`src/rtl/teclado_pkg.sv`:
```
// Shared types, key codes and keypad decode for the keypad BCD peripheral.
// Build option TECLADO_RETROCESO_EN is consumed by peri_teclado_bcd.
package teclado_pkg;

    typedef enum logic [1:0] {
        ESCANEO,
        REBOTE,
        PRESIONADA,
        LIBERACION
    } estado_t;

    localparam logic [3:0] TECLA_C      = 4'hC;
    localparam logic [3:0] TECLA_BORRAR = 4'hE;
    localparam logic [3:0] TECLA_ENTER  = 4'hF;
    localparam logic [3:0] MAX_DIG      = 4'd8;

    // Layout: 1 2 3 A / 4 5 6 B / 7 8 9 C / * 0 # D
    function automatic logic [3:0] decodifica_tecla(
        input logic [1:0] fila,
        input logic [1:0] col
    );
        logic [3:0] t;
        t = 4'h0;
        unique case ({fila, col})
            4'd0:  t = 4'h1;
            4'd1:  t = 4'h2;
            4'd2:  t = 4'h3;
            4'd3:  t = 4'hA;
            4'd4:  t = 4'h4;
            4'd5:  t = 4'h5;
            4'd6:  t = 4'h6;
            4'd7:  t = 4'hB;
            4'd8:  t = 4'h7;
            4'd9:  t = 4'h8;
            4'd10: t = 4'h9;
            4'd11: t = TECLA_C;
            4'd12: t = TECLA_BORRAR;
            4'd13: t = 4'h0;
            4'd14: t = TECLA_ENTER;
            4'd15: t = 4'hD;
        endcase
        return t;
    endfunction

endpackage

```
`src/rtl/teclado_sync.sv`:
```
// Two-flop synchronizer for the asynchronous keypad rows.
// Resets to all-ones so released rows read as idle.
module teclado_sync #(
    parameter int W = 4
) (
    input  logic         clk_i,
    input  logic         rst_i,
    input  logic [W-1:0] d,
    output logic [W-1:0] q
);

    logic [W-1:0] s1;

    always_ff @(posedge clk_i) begin
        if (rst_i) begin
            s1 <= '1;
            q  <= '1;
        end else begin
            s1 <= d;
            q  <= s1;
        end
    end

endmodule

```
`src/rtl/peri_teclado_bcd.sv`:
```
// 4x4 keypad scanner with debounce, accumulating digits into packed BCD.
// Define TECLADO_RETROCESO_EN to make '*' act as backspace.
module peri_teclado_bcd
    import teclado_pkg::*;
#(
    parameter int SCAN_CYCLES     = 10000,
    parameter int DEBOUNCE_CYCLES = 200000
) (
    input  logic        clk_i,
    input  logic        rst_i,
    input  logic [3:0]  filas_i,
    output logic [3:0]  columnas_o,
    input  logic        re_i,
    output logic [31:0] data_o,
    output logic [3:0]  ndig_o,
    output logic        listo_o,
    output logic [3:0]  tecla_o,
    output logic        tecla_valida_o
);

    localparam int SW = $clog2(SCAN_CYCLES);
    localparam int DW = $clog2(DEBOUNCE_CYCLES);
    localparam logic [SW-1:0] SCAN_FIN = SW'(SCAN_CYCLES - 1);
    localparam logic [DW-1:0] DEB_FIN  = DW'(DEBOUNCE_CYCLES - 1);

    logic [3:0]    f;
    estado_t       estado, estado_n;
    logic [1:0]    col, col_n;
    logic [1:0]    fila, fila_n;
    logic [SW-1:0] cnt_s, cnt_s_n;
    logic [DW-1:0] cnt_d, cnt_d_n;
    logic          acepta;
    logic [1:0]    fila_baja;
    logic [3:0]    tecla_cod;
    logic [31:0]   data_n;
    logic [3:0]    ndig_n;
    logic          listo_n;
    logic [3:0]    tecla_n;

    teclado_sync #(.W(4)) u_sync (
        .clk_i (clk_i),
        .rst_i (rst_i),
        .d     (filas_i),
        .q     (f)
    );

    assign columnas_o = ~(4'b0001 << col);
    assign tecla_cod  = decodifica_tecla(fila, col);

    // Lowest-index low row wins.
    always_comb begin
        fila_baja = 2'd3;
        if (!f[2]) fila_baja = 2'd2;
        if (!f[1]) fila_baja = 2'd1;
        if (!f[0]) fila_baja = 2'd0;
    end

    always_comb begin
        estado_n = estado;
        col_n    = col;
        fila_n   = fila;
        cnt_s_n  = cnt_s;
        cnt_d_n  = cnt_d;
        acepta   = 1'b0;
        unique case (estado)
            ESCANEO: begin
                if (cnt_s == SCAN_FIN) begin
                    cnt_s_n = '0;
                    if (f != 4'hF) begin
                        fila_n   = fila_baja;
                        cnt_d_n  = '0;
                        estado_n = REBOTE;
                    end else begin
                        col_n = col + 2'd1;
                    end
                end else begin
                    cnt_s_n = cnt_s + SW'(1);
                end
            end
            REBOTE: begin
                if (f[fila]) begin
                    estado_n = ESCANEO;
                    col_n    = col + 2'd1;
                    cnt_d_n  = '0;
                    cnt_s_n  = '0;
                end else if (cnt_d == DEB_FIN) begin
                    acepta   = 1'b1;
                    cnt_d_n  = '0;
                    estado_n = PRESIONADA;
                end else begin
                    cnt_d_n = cnt_d + DW'(1);
                end
            end
            PRESIONADA: begin
                if (f == 4'hF) begin
                    cnt_d_n  = '0;
                    estado_n = LIBERACION;
                end
            end
            LIBERACION: begin
                if (f != 4'hF) begin
                    cnt_d_n = '0;
                end else if (cnt_d == DEB_FIN) begin
                    estado_n = ESCANEO;
                    col_n    = col + 2'd1;
                    cnt_d_n  = '0;
                    cnt_s_n  = '0;
                end else begin
                    cnt_d_n = cnt_d + DW'(1);
                end
            end
            default: estado_n = ESCANEO;
        endcase
    end

    // A read acknowledge overrides the data effect of a same-edge key.
    always_comb begin
        data_n  = data_o;
        ndig_n  = ndig_o;
        listo_n = listo_o;
        tecla_n = acepta ? tecla_cod : tecla_o;
        if (re_i) begin
            data_n  = '0;
            ndig_n  = '0;
            listo_n = 1'b0;
        end else if (acepta) begin
            if (tecla_cod == TECLA_C) begin
                data_n  = '0;
                ndig_n  = '0;
                listo_n = 1'b0;
            end else if (tecla_cod == TECLA_ENTER) begin
                listo_n = 1'b1;
            end else if (!listo_o) begin
                if (tecla_cod <= 4'd9) begin
                    if (ndig_o < MAX_DIG) begin
                        data_n = {data_o[27:0], tecla_cod};
                        ndig_n = ndig_o + 4'd1;
                    end
                end
`ifdef TECLADO_RETROCESO_EN
                else if (tecla_cod == TECLA_BORRAR && ndig_o != 4'd0) begin
                    data_n = data_o >> 4;
                    ndig_n = ndig_o - 4'd1;
                end
`endif
            end
        end
    end

    always_ff @(posedge clk_i) begin
        if (rst_i) begin
            estado         <= ESCANEO;
            col            <= '0;
            fila           <= '0;
            cnt_s          <= '0;
            cnt_d          <= '0;
            data_o         <= '0;
            ndig_o         <= '0;
            listo_o        <= 1'b0;
            tecla_o        <= '0;
            tecla_valida_o <= 1'b0;
        end else begin
            estado         <= estado_n;
            col            <= col_n;
            fila           <= fila_n;
            cnt_s          <= cnt_s_n;
            cnt_d          <= cnt_d_n;
            data_o         <= data_n;
            ndig_o         <= ndig_n;
            listo_o        <= listo_n;
            tecla_o        <= tecla_n;
            tecla_valida_o <= acepta;
        end
    end

endmodule

```
`config.mk`:
```
export PLATFORM = sky130hd
export DESIGN_NAME = peri_teclado_bcd
export DESIGN_NICKNAME = d
export VERILOG_FILES = /design/src/rtl/teclado_pkg.sv /design/src/rtl/teclado_sync.sv /design/src/rtl/peri_teclado_bcd.sv
export SDC_FILE = /design/constraint.sdc
export NUM_CORES = 1
export LEC_CHECK = 0
export CAP_MARGIN = 10
export CORE_MARGIN = 2
export CORE_UTILIZATION = 35
export DETAILED_ROUTE_END_ITERATION = 10
export SETUP_SLACK_MARGIN = 0.2
export SYNTH_ARGS = -nofsm -noshare
export SYNTH_HDL_FRONTEND = slang
export SYNTH_HIERARCHICAL = 1
export SYNTH_SLANG_ARGS = --single-unit
```
`constraint.sdc`:
```
create_clock -name clk_i -period 4.2 [get_ports clk_i]
set_input_delay 0.84 -clock clk_i [delete_from_list [all_inputs] [get_ports clk_i]]
set_output_delay 0.84 -clock clk_i [all_outputs]
set_load 0.03 [all_outputs]
```
---- Yosys cells after proc, flatten, opt, wreduce, memory -nomap -nowiden ----
Memories as Yosys holds them, arrays and structs flattened.
Cells that the tools add are included.
storage, ports and cells
  flip-flop bits (word level) ............. 88
  ROM bits ................................ 64
  bits of input ports ..................... 7
  output and inout bits ................... 46
  word-level logic and storage cells ...... 100
  memories ................................ 1
memories
  memory            depth  width  rd ports  clocked after Yosys merged registers in  wr ports  RTL line           RTL
  (name not given)  16     4      1         0                                        0         teclado_pkg.sv:24  unique case ({fila, col})
cells by class
  $add $sub $neg .......................... 4
  $lt $le $gt $ge ......................... 3
  equal/unequal tests ..................... 19
  shift-type cells ........................ 1
  mux-type cells .......................... 46
  bitwise gates (word level) .............. 1
  reductions and logical operators ........ 13
operators with widths
  cell                   count
  $mux 32                5
  $mux 18                6
  $pmux 18 s4            1
  $mux 14                4
  $pmux 14 s3            1
  $mux 2                 14
  $mux 4                 5
  $add 18x1->18 const B  1
  $eq 18x18->1 const B   1
  $ne 2x2->1 const B     8
  $add 14x1->14 const B  1
  $eq 14x14->1 const B   1
  $eq 4x4->1 const B     3
  $reduce_and 6->1       2
  $pmux 2 s4             1
  $mux 1                 7
  $pmux 2 s3             1
  $reduce_and 3->1       2
  $reduce_bool 2->1      3
  $reduce_and 5->1       1
  $add 4x1->4 const B    1
  $eq 2x2->1 const B     2
  $le 4x4->1 const B     1
  $lt 4x4->1 const B     1
  14 further kinds       14

---- Logic depth before layout (Yosys ltp) ----
Gate-level depths: netlist of the first run.
  depth after elaboration ................. 6
  mapped depth ............................ 9
  gate-level depth less buffers ........... 8

---- By module ----
Netlist of the first run, hierarchy kept.
modules (own cells, without submodules)
  module            instances  cells each  area an instance (um^2)  sequential area each (um^2)
  peri_teclado_bcd  1          451         3764.9                   1601.5
  teclado_sync      1          16          210.2                    160.2

---- Worst setup path after synthesis of the first run ----
OpenSTA, ideal clock, no wires.
  path type ............................... register -> register
  start ................................... reg col[0]
  end ..................................... reg data_o[10]
  setup time .............................. 134 ps
  arrival time ............................ 2593 ps
  data required time ...................... 4066 ps
  path slack .............................. 1474 ps
  cell stages (with the launch flop) ...... 9
  clock period less this slack ............ 2726 ps
  cell sequence ........................... dfxtp_1 inv_1 ha_1 mux4_2 nor4_1 a21oi_1 nor2_1 clkbuf_1 o22ai_1
between the ends
  cells in the longest elaborated chain, start to end .. 4
RTL lines
  element                                              RTL line                 RTL
  from (decl)                                          peri_teclado_bcd.sv:28   logic [1:0] col, col_n;
  from (signal assigned)                               peri_teclado_bcd.sv:164  col <= col_n;
  $mem_v2 16x4 (*)                                     --
  $le 4x4->1 (tied with other cells)                   peri_teclado_bcd.sv:134  if (tecla_cod <= 4'd9) begin
  $reduce_bool 2->1 (no line) (tied with other cells)  --
  $reduce_and 5->1 (no line)                           --
  to (signal assigned)                                 peri_teclado_bcd.sv:168  data_o <= data_n;
  to (decl)                                            peri_teclado_bcd.sv:14   output logic [31:0] data_o,
Mark *: on every way between the ends. The rest lies on a longest branch, timed or not.
A chain may end at the register's enable or synchronous reset.

---- Worst setup path in the final report of the first run ----
  start ................................... reg fila[0]
  end ..................................... reg ndig_o[0]
between the ends
  cells in the longest elaborated chain, start to end .. 5
RTL lines
  element                                                               RTL line                 RTL
  from (decl)                                                           peri_teclado_bcd.sv:29   logic [1:0] fila, fila_n;
  from (signal assigned)                                                peri_teclado_bcd.sv:165  fila <= fila_n;
  parallel branches: the longest is 5 deep, another holds $mem_v2 16x4  --
  to (signal assigned)                                                  peri_teclado_bcd.sv:169  ndig_o <= ndig_n;
  to (decl)                                                             peri_teclado_bcd.sv:15   output logic [3:0] ndig_o,
Parallel ways; which one is timed is not known. The select of a mux whose other input is x is not followed.

==> results of run 1 <==
sequential cells by signal (all words and copies together) (netlist names), named ones only:
signal / cells
col: 2
cnt_s: 14
fila: 2
ndig_o: 4
estado: 1
tecla_o: 4
u_sync/q: 4
u_sync/s1: 4
cnt_d: 18
tecla_valida_o: 1
data_o: 32
listo_o: 1
path summary, 6_finish.rpt:
kind,end,from,cells past startpoint
max,ndig_o[0]$_SDFFE_PP0P_,fila[0]$_SDFFE_PP0P_,7
min reg2reg,u_sync/q[1]$_SDFF_PP1_,u_sync/s1[1]$_SDFF_PP1_,1
min,u_sync/q[1]$_SDFF_PP1_,u_sync/s1[1]$_SDFF_PP1_,1
max reg2reg,ndig_o[0]$_SDFFE_PP0P_,fila[0]$_SDFFE_PP0P_,7
cell usage after synthesis (6+ instances only):
master,number
nor2_1,41
a31oi_1,6
nand2_1,61
a21oi_1,31
inv_1,14
mux2i_1,9
ha_1,10
clkbuf_1,20
xor2_1,9
o21ai_0,14
o22ai_1,29
or2_1,8
nand4_1,15
and3_1,6
nand3_1,13
dfxtp_1,88
nor3_1,12
area by class of cell:
class | count | share of cell area, %
Sequential cell | 88 | 36.0
Inverter | 14 | 1.07
Multi-Input combinational cell | 338 | 41.9
Timing Repair Buffer | 57 | 11.4
Clock buffer | 10 | 4.88
Clock inverter | 6 | 1.13
Tap cell | 140 | 3.58
routing by layer:
| metal | vias to the layer above | GRT usage, % | share of wire, % |
|---|---|---|---|
| met1 | 1619 | 22.9 | 51 |
| met2 | 81 | 22.6 | 44 |
| met4 | 0 | 5.17 | 1.3 |
| met5 | - | 0 | 0 |
| met3 | 11 | 3.35 | 3.1 |
| li1 | 1770 | - | - |
cells by family (layout without fill, tap and decap cells):
logic type	count (synthesis)	after routing	share of synthesized area, %
buffers and inverters	41	87	4.22
DFF	88	88	44.3
AOI/OAI and AO/OA	110	110	17.3
xor gates and xnor gates	12	12	2.64
muxes	12	12	3.68
and+or+nand+nor	194	194	24.7
adders and majority gates	10	10	3.15
power groups by stage:
stage / registers, mW / clock network [mW] / logic [mW]
5_1_grt: 0.846 / 0.831 / 0.0423
4_1_cts: 0.845 / 0.791 / 0.0381
3_5_place_dp: 0.864 / 0 / 0.0378
6_report: 0.845 / 0.775 / 0.0377
3_3_place_gp: 0.864 / 0 / 0.0379
2_1_floorplan: 0.862 / 0 / 0.0245
critical path: cells and delay by family (launching register included):
kind | cells | cell delay, ns
muxes | 1 | 0.56
buffers and inverters | 1 | 0.25
AOI/OAI and AO/OA | 1 | 0.07
and+or+nand+nor | 4 | 1.54
DFF | 1 | 0.53
==> flow_summary.ini, run 1 <==
[global_routing]
antenna_found_initial = 0
grt_util_all_layers_pct = 15.6
overflow = 0
grt_pass1_wl_mm = 15.9
grt_start_max_net_pins = 40
grt_pass1_vias = 3141

[clocking]
clock_sinks = 88
cts_resized = 0
postCtsSetupBuffers = 0
cts_max_path_buffers = 2
clk_latency_ns = 0.34
cts-buffers-inserted = 9
ctsHoldBuffers = 0
clock-root-buffer = clkbuf_16
cts_max_level = 3
path_clk_slew_ns = 0.06
cts_tree = built

[die]
initial_utilization_pct = 36.2
core_sq_mm = 0.0110
dieArea_sq_mm = 0.0122
fp-row-count = 38
die_x_um = 111
die_y_um = 111
io_pins = 53

[pwr]
pwr-share-seq_pct = 51.0
p_switching_uw = 378
peakVddDrop_v = 0.000216
power_frac_clock_pct = 46.8
combPwrFrac_pct = 2.3
p_total_mw = 1.66
intPower_mw = 1.28
p_per_area_mw_per_mm2 = 339
p_leak_nw = 1.67
swShare_pct = 22.8

[setup_path]
crit_required_ns = 4.47
crit_arrival_ns = 3.29
r2r_setup_slack_ns = 1.19
crit_type = reg2reg
cpMaxStageDelayCell = mux4_2
slowest_delay_ns = 0.56
startpoint_type = register
cp_cell_sequence = mux4_2, or3_1, nand3b_4, or4b_1, buf_4, or3_1, o21ai_1
timing.critical_path.mode_cell = or3_1
crit_fanout = 32
end_kind = register

[job]
drv_cap = 0

[final_layout]
final_common_cell = dfxtp_1
seqCellArea_sq_mm = 0.00176
mostFrequentLayoutCells = dfxtp_1, nand2_1, clkdlybuf4s50_1, nor2_1, a21oi_1
fillCellCount = 1075
areaGrowthSynthToFinish_pct = 23.1
utilization_pct = 44.5
nNetsFinal = 525
antenna_cells = 0
drive_gt1_share_pct = 6.04
stdcell_area_sq_mm = 0.00489
instances_no_fill = 653
multi_input_area_sq_mm = 0.00205

[sta]
hold_ws_ns = 0.412
rsz0062_at_grt = no
finalHoldViolations = 0
setup_ws_ns = 1.19
fmax_mhz = 332
finalMaxSlewViolations = 0
worst_pin_slew_ns = 0.726
setup_tns_ns = 0
skew_ns = 0.00837
setup_viol = 0
finalCriticalPeriod_ns = 3.01
slew_headroom_pct = 51.4
period_share_pct = 71.7

[logic_synthesis]
ys_ff_latch = 88
synthCells = 467
synth_ff_type = dfxtp_1
syn_area_sq_mm = 0.00398
syn-num-nets = 484
yosysSeqAreaShare_pct = 44.3
synthDistinctLibCells = 53
synth_top_area_share_pct = 44.3
synth_edf_count = 0
avgSynthCellArea_sq_um = 8.51
ys_async_sr_fraction_pct = 0
synth_top_area_cell = dfxtp_1
yosysWarnings = 6
synth_area_leaders = dfxtp_1, nand2_1, o22ai_1

[run_status]
status = finished, final reports clean

[place]
post_dp_cell_area_sq_mm = 0.00460
portBuffers = 52
place_ws_ns = 1.23
gp_congestion = 0.810
dp.cells = 637
place_hpwl_mm = 6.55

[detailed_routing]
drt_iter0_markers = 220
ant_nets = 0
drc = 0
viasPerCell = 5.33
wl_per_cell_um = 14.4
first_pass_iters = 4
wl_mm = 9.42
vias = 3481

[worst_hold_path]
hold_path_class = reg2reg
Note: power is estimated with default switching activity, not from simulation.
==> run 2: changes to the inputs <==
==> constraint.sdc (replaced) <==
create_clock -name clk_i -period 2.5 [get_ports clk_i]
set_input_delay 0.5 -clock clk_i [delete_from_list [all_inputs] [get_ports clk_i]]
set_output_delay 0.5 -clock clk_i [all_outputs]
set_load 0.03 [all_outputs]
==> flow_summary.ini, run 2 (same netlist as run 1, synthesis figures left out) <==
[run_status]
status = finished, final reports clean

[clocking]
cts_tree = built
path_clk_slew_ns = 0.06
cts_max_path_buffers = 2
clk_latency_ns = 0.34
clock_sinks = 88
clock-root-buffer = clkbuf_16
cts-buffers-inserted = 9
cts_max_level = 3

[final_layout]
antenna_cells = 0
regMostFlops = data_o
multi_input_area_sq_mm = 0.00214
seqCellArea_sq_mm = 0.00176
utilization_pct = 48.0
instances_no_fill = 682
reg_top3 = data_o: 32 flops, cnt_d: 18 flops, cnt_s: 14 flops
drive_gt1_share_pct = 14.2
final_common_cell = dfxtp_1
nNetsFinal = 554
mostFrequentLayoutCells = dfxtp_1, nand2_1, clkdlybuf4s50_1, nor2_1, a21oi_1
areaGrowthSynthToFinish_pct = 32.6
fillCellCount = 1052
largest_reg_flops = 32

[detailed_routing]
top_layer = met4
drt_iter0_markers = 194
met3_length_um = 303
drc = 0
wl_per_cell_um = 14.8
wl_mm = 10.1
first_pass_iters = 4
met1_length_mm = 4.98
viasPerCell = 5.32
ant_nets = 0
vias = 3631
wl_met2_mm = 4.65

[global_routing]
grt_util_all_layers_pct = 16.1
grt_start_max_net_pins = 34
grt_pass1_wl_mm = 16.4
antenna_found_initial = 0
grt_pass1_vias = 3358
overflow = 0

[setup_path]
crit_arrival_ns = 2.62
crit_type = reg2reg
crit_required_ns = 2.77
crit_fanout = 5
startpoint_type = register
end_kind = register

[die]
dieArea_sq_mm = 0.0122
io_pins = 53
fp-row-count = 38
initial_utilization_pct = 36.2
die_x_um = 111
core_sq_mm = 0.0110
die_y_um = 111

[sta]
finalHoldViolations = 0
worst_pin_slew_ns = 0.474
setup_viol = 0
slew_headroom_pct = 67.8
finalMaxSlewViolations = 0
rsz0062_at_grt = yes
period_share_pct = 94.1
fmax_mhz = 425
setup_tns_ns = 0
skew_ns = 0.00815
finalCriticalPeriod_ns = 2.35

[place]
gp_congestion = 0.827
place_hpwl_mm = 7.03
dp.cells = 657
portBuffers = 52

[worst_hold_path]
hold_path_class = reg2reg

[pwr]
p_leak_nw = 1.85
p_total_mw = 2.74
p_per_area_mw_per_mm2 = 519
peakVddDrop_v = 0.000298

[job]
drv_cap = 0
==> run 2: cell types whose count changed in the layout (fill, tap and decap cells not counted), moves of 3 or more <==
| cell | before | now |
|---|---|---|
| clkbuf_16 | 9 | 12 |
| mux2i_2 | 0 | 3 |
| mux2i_1 | 9 | 6 |
| buf_4 | 5 | 28 |
| buf_12 | 0 | 3 |
==> run 2: final timing paths <==
path / startpoint / slack (ns) / end / cells after the start
worst max-delay path: fila[0]$_SDFFE_PP0P_ / 0.15 / ndig_o[0]$_SDFFE_PP0P_ / 6
worst min-delay path: u_sync/s1[0]$_SDFF_PP1_ / 0.40 / u_sync/q[0]$_SDFF_PP1_ / 1
worst max register to register: fila[0]$_SDFFE_PP0P_ / 0.15 / ndig_o[0]$_SDFFE_PP0P_ / 6
worst min register to register: u_sync/s1[0]$_SDFF_PP1_ / 0.40 / u_sync/q[0]$_SDFF_PP1_ / 1
==> run 2: critical path: stages (launching register included) <==
cell	delay (ns)
dfxtp_2	0.34
mux4_2	0.50
or3_4	0.34
nand3b_4	0.16
or4b_4	0.54
or3_1	0.32
o21ai_1	0.08
==> run 2: cell type report <==
type | instances | area share [%]
flip-flops and latches | 88 | 33.4
clock buffers | 12 | 4.68
repair buffers | 86 | 16.4
clock inverters | 4 | 0.570
inverters | 14 | 0.997
multi-input cells | 338 | 40.6
well taps | 140 | 3.32
==> run 2: per-layer routing <==
metal | GRT usage (%) | vias up
met3 | 2.91 | 13
met5 | 0 | -
li1 | - | 1836
met1 | 22.1 | 1717
met4 | 5.67 | 0
met2 | 25.5 | 65
==> run 2: what timing repair did <==
item,4_1_cts,5_1_grt
buffers inserted,2,4
gates resized for setup,6,16
gates cloned,0,3
endpoints found under the setup margin,45,67
pin swaps,0,3
hold buffers,0,0
hold endpoints to repair,0,0
==> run 2: power by group <==
| part | leakage [nW] | switching (mW) | internal [mW] |
|---|---|---|---|
| Sequential | 0.712 | 0.00793 | 1.41 |
| Clock | 0.133 | 0.547 | 0.703 |
| Combinational | 1.01 | 0.0404 | 0.0279 |
| Total | 1.85 | 0.595 | 2.14 |
==> run 2: per-stage QoR <==
stage	hold slack, ns	setup slack (ns)	area (sq um)
after CTS	0.402	0.155	5100
after detailed placement	0.387	0.0143	4790
after global placement	0.400	0.0899	4790
final	0.401	0.147	5270
after global routing	0.430	0.0972	5270
after floorplan	0.383	-0.0783	4010
==> run 3: changes to the inputs <==
--- a/config.mk
+++ b/config.mk
@@ -8,8 +8,10 @@
 export CAP_MARGIN = 10
 export CORE_MARGIN = 2
 export CORE_UTILIZATION = 35
+export CTS_CLUSTER_SIZE = 12
 export DETAILED_ROUTE_END_ITERATION = 10
 export SETUP_SLACK_MARGIN = 0.2
+export SLEW_MARGIN = 10
 export SYNTH_ARGS = -nofsm -noshare
 export SYNTH_HDL_FRONTEND = slang
 export SYNTH_HIERARCHICAL = 1
==> results of run 3 <==
No change in the layout: final DEF, timing and power equal those of run 2.
